$ cat src/rtl/jump_resolve.sv
// Jump resolution stage: registered redirect/flush for taken control transfers,
// plus a small circular queue that carries link values to rd writeback.
module jump_resolve #(
    parameter int DEPTH = 2,
    parameter int XLEN  = 32,
    parameter int RD_W  = 5
) (
    input  logic            clk,
    input  logic            rst,
    input  logic            fu_finish,
    input  logic [XLEN-1:0] fu_pc_jump,
    input  logic [XLEN-1:0] fu_pc_wb,
    input  logic            fu_cmp_res,
    input  logic            op_branch,
    input  logic            op_jalr,
    input  logic [RD_W-1:0] rd_in,
    input  logic            rd_we_in,
    output logic            redirect_valid,
    output logic [XLEN-1:0] redirect_pc,
    output logic            flush,
    output logic            misalign_exc,
    output logic            wb_valid,
    output logic [RD_W-1:0] wb_rd,
    output logic [XLEN-1:0] wb_data,
    input  logic            wb_ready,
    output logic            busy,
    output logic            overflow
);

    localparam int PW = (DEPTH > 1) ? $clog2(DEPTH) : 1;
    localparam int CW = PW + 1;
    localparam logic [CW-1:0] FULL = CW'(DEPTH);

    logic            taken;
    logic [XLEN-1:0] target;

    logic            redir_q, redir_d;
    logic            misal_q, misal_d;
    logic [XLEN-1:0] rpc_q, rpc_d;

    logic [RD_W-1:0] rd_mem_q   [DEPTH];
    logic [XLEN-1:0] data_mem_q [DEPTH];
    logic [PW-1:0]   wr_ptr_q, wr_ptr_d;
    logic [PW-1:0]   rd_ptr_q, rd_ptr_d;
    logic [CW-1:0]   count_q, count_d;
    logic            ovf_q, ovf_d;

    logic            full;
    logic            push_req;
    logic            push;
    logic            pop;

    assign taken  = op_branch ? fu_cmp_res : 1'b1;
    assign target = op_jalr ? {fu_pc_jump[XLEN-1:1], 1'b0} : fu_pc_jump;

    // Redirect side: targets with bit 1 set trap instead of redirecting.
    always_comb begin
        redir_d = 1'b0;
        misal_d = 1'b0;
        rpc_d   = rpc_q;
        if (fu_finish && taken) begin
            if (target[1]) begin
                misal_d = 1'b1;
            end else begin
                redir_d = 1'b1;
                rpc_d   = target;
            end
        end
    end

    assign full     = (count_q == FULL);
    assign wb_valid = (count_q != '0);
    assign pop      = wb_valid & wb_ready;
    assign push_req = fu_finish & rd_we_in & (rd_in != '0);
    // A pop in the same cycle frees the slot, so a full queue can still accept.
    assign push     = push_req & (~full | pop);

    always_comb begin
        wr_ptr_d = wr_ptr_q;
        rd_ptr_d = rd_ptr_q;
        count_d  = count_q;
        ovf_d    = ovf_q | (push_req & full & ~pop);
        if (push) begin
            wr_ptr_d = wr_ptr_q + PW'(1);
        end
        if (pop) begin
            rd_ptr_d = rd_ptr_q + PW'(1);
        end
        case ({push, pop})
            2'b10:   count_d = count_q + CW'(1);
            2'b01:   count_d = count_q - CW'(1);
            default: count_d = count_q;
        endcase
    end

    always_ff @(posedge clk) begin
        if (rst) begin
            redir_q  <= 1'b0;
            misal_q  <= 1'b0;
            rpc_q    <= '0;
            wr_ptr_q <= '0;
            rd_ptr_q <= '0;
            count_q  <= '0;
            ovf_q    <= 1'b0;
            for (int i = 0; i < DEPTH; i++) begin
                rd_mem_q[i]   <= '0;
                data_mem_q[i] <= '0;
            end
        end else begin
            redir_q  <= redir_d;
            misal_q  <= misal_d;
            rpc_q    <= rpc_d;
            wr_ptr_q <= wr_ptr_d;
            rd_ptr_q <= rd_ptr_d;
            count_q  <= count_d;
            ovf_q    <= ovf_d;
            if (push) begin
                rd_mem_q[wr_ptr_q]   <= rd_in;
                data_mem_q[wr_ptr_q] <= fu_pc_wb;
            end
        end
    end

    assign redirect_valid = redir_q;
    assign flush          = redir_q;
    assign redirect_pc    = rpc_q;
    assign misalign_exc   = misal_q;
    assign wb_rd          = rd_mem_q[rd_ptr_q];
    assign wb_data        = data_mem_q[rd_ptr_q];
    assign busy           = full;
    assign overflow       = ovf_q;

endmodule

$ cat config.mk
export PLATFORM = sky130hd
export DESIGN_NAME = jump_resolve
export DESIGN_NICKNAME = d
export VERILOG_FILES = /design/src/rtl/jump_resolve.sv
export SDC_FILE = /design/constraint.sdc
export NUM_CORES = 1
export LEC_CHECK = 0
export CAP_MARGIN = 15
export CORE_MARGIN = 2
export CORE_UTILIZATION = 35
export CTS_CLUSTER_DIAMETER = 150
export DETAILED_ROUTE_END_ITERATION = 10
export GPL_TIMING_DRIVEN = 1
export PLACE_DENSITY = 0.68
export RECOVER_POWER = 100
export SKIP_CTS_REPAIR_TIMING = 1
export SLEW_MARGIN = 25
export SYNTH_ARGS = -nofsm -noshare
export SYNTH_HDL_FRONTEND = slang
export SYNTH_SLANG_ARGS = --single-unit
$ cat constraint.sdc
create_clock -name clk -period 6.9 [get_ports clk]
set_clock_uncertainty 0.2 [all_clocks]
set_input_delay 1.035 -clock clk [delete_from_list [all_inputs] [get_ports clk]]
set_output_delay 1.035 -clock clk [all_outputs]
set_load 0.005 [all_outputs]
==> metrics.md <==
| Metric | Value |
|---|---|
| Pre-antenna DRT Iters | `4` |
| Total number of vias | `3,108` |
| Static Leak | `0.00274 uW` |
| Die area | `14,700 um^2` |
| I/O Pins | `152` |
| Cell taking the most area after synthesis | `edfxtp_1` |
| Post-Syn Instances | `345` |
| Final net count | `576` |
| Wire length per cell | `15.2 um` |
| Detail Placement HPWL | `6.93 mm` |
| Yosys warns | `0` |
| Syn_area_per_cell | `13.9 um^2` |
| CTS Buf Count | `17` |
| Share of cells above drive strength 1 | `17.8%` |
| CP required | `6.70 ns` |
| Die width | `121 um` |
| DRC viols | `0` |
| FFs w/ async S/R, synth | `0%` |
| Peak Freq | `0.227 GHz` |
| Period utilization | `63.9%` |
| Largest net degree at the start of global routing | `44` |
| Placed inst area | `6440 um^2` |
| Die H | `121 um` |
| DR iter-0 viols | `122` |
| Sink Count | `113` |
| Core Box Area | `13,300 um^2` |
| Crit. End Element | `flop` |
| Antenna violations before repair | `0` |
| Max-Cap Viols | `4` |
| Final WL | `10.5 mm` |
| GRT overflow | `0` |
| Clk pin slew, worst setup/hold paths | `0.05 ns` |
| Crit path cell chain | `dlygate4sd3_1 > clkbuf_1 > a21o_1` |
| CP max stage delay | `1.34 ns` |
| Unrepaired setup endpoints after global routing | `false` |
| Final Hold Viols | `0` |
| Vias in the first global route | `3,303` |
| Most frequent cells in the layout | `clkdlybuf4s50_1 (80), edfxtp_1 (74), dlygate4sd3_1 (70)` |
| Yosys reg bits | `113` |
| Fillers | `1,147` |
| Slew @ Worst Pin | `1.88 ns` |
| Arr. time, crit path | `4.21 ns` |
| Starting Density | `36.1%` |
| Startpoint Class | `primary input` |
| Worst hold path class | `reg2reg` |
| Fin crit period | `4.41 ns` |
| Register area share after synthesis | `62.6%` |
| Clock insertion delay at the later pin of the skew report | `0.40 ns` |
| PwrDens | `278 nW/um^2` |
| Synthesized cell area | `4800 um^2` |
| First-pass GRT wire length | `16.4 mm` |
| Longest Clk Path Bufs | `2` |
| Most common cell after layout, fill and taps aside | `clkdlybuf4s50_1` |
| Primary FF master, synth | `edfxtp_1` |
| H-tree lvl count | `4` |
| Standard-cell rows | `42` |
| Slowest-stage cell, CP | `clkbuf_1` |
| Antenna Cells | `0` |
| Post-synth top area share | `46.3%` |
| Max-slew violations | `135` |
| Maximum vdd ir drop | `0.114 mV` |
| Final Cell Area | `6920 um^2` |
| Final Util | `52.1%` |
| Post-synth EDFFs | `74` |
| TNS Setup | `0 ns` |
| P&R area growth vs syn | `44.3%` |
| Max Fanout on Critical Path | `43` |
| Gpl congestion | `0.686` |
| Synth area leaders | `edfxtp_1 (46%), dfxtp_1 (16%), mux2_2 (8.7%), and2_1 (6.5%), mux2i_1 (6.3%)` |
| Routed vias/inst | `4.52` |
| Failing checks | `max-capacitance violations, max-slew violations` |
| Synth unique cells | `36` |
| Total GRT Usage | `15.2%` |
| Relative slew margins | `-25.2%` |
| Endpoints failing setup | `0` |
| # port buffers | `150` |
| CTS tree | `built` |
| Syn_nets | `423` |
| Critical path class | `in2reg` |
| CTS root buffer | `clkbuf_16` |
| Post-route ant nets | `0` |
| Status | `complete, but fails checks` |
state kept, by name, summed over array words and instances (netlist names), named ones only:
name	flops
data_mem_q	64
redirect_pc	31
rd_mem_q	10
count_q	2
flush	1
misalign_exc	1
overflow	1
rd_ptr_q	1
wr_ptr_q	1
through the flow:
step                instances  hold WS [ns]  power, uW  setup WS [ns]
finish                    687         0.258       1920           2.49
global route              687         0.285       2010           2.24
CTS                       687         0.264       1970           3.35
detailed placement        655         0.250       1190           3.41
global placement          654         0.238       1180           3.31
floorplan                 345         0.242        982           3.00
routing by layer:
metal	vias to the layer above	part of all wire, %	track usage (%)
met2	136	46	23.6
met3	12	11	8.51
li1	1504	-	-
met1	1456	41	17.3
met5	-	0	0
met4	0	1.3	5.89
worst max-delay path, delay by kind of cell:
kind	cells	cell delay, ns
buffers and inverters	2	1.86
AOI/OAI and AO/OA	1	1.27
cell usage after synthesis (2+ instances only):
cell       n
inv_1      4
nor2_1    35
buf_6      6
mux2i_1   30
dfxtp_1   39
a21oi_1    3
o21ai_0    3
clkbuf_1   6
and2_1    50
o21bai_1   2
buf_2      6
buf_4      2
mux2_2    37
xnor2_1    2
and2_4    20
edfxtp_1  74
and2_2     5
nor3_1     3
final timing paths:
path	from	end	slack, ns	cells after the start
max	rst	data_mem_q[1][18]	2.49	3
min	overflow	overflow	0.26	2
max reg2reg	count_q[0]	data_mem_q[0][18]	3.84	6
min reg2reg	overflow	overflow	0.26	2
kinds of logic after synthesis:
family	Yosys count	share of synthesized area, %
simple gates	125	16.9
flops	113	62.6
other cells	1	0.0782
buf+inv	25	3.42
compound gates	10	1.30
fa+ha+maj	1	0.261
mux	67	14.9
xor+xnor	3	0.548
power breakdown:
part | switching, uW | internal (uW) | total [uW]
logic | 109 | 215 | 325
clock network | 281 | 496 | 777
registers | 49.3 | 771 | 820
cell type report:
cell class	instances	area [um^2]	share of cell area, %
clock buffers	27	504	7.28
clock inverters	5	27.5	0.398
inverters	4	15.0	0.217
multi-input cells	207	1610	23.2
flip-flops and latches	113	3000	43.4
well taps	176	220	3.18
repair buffers	155	1550	22.4
(Power assumes the default switching activity.)
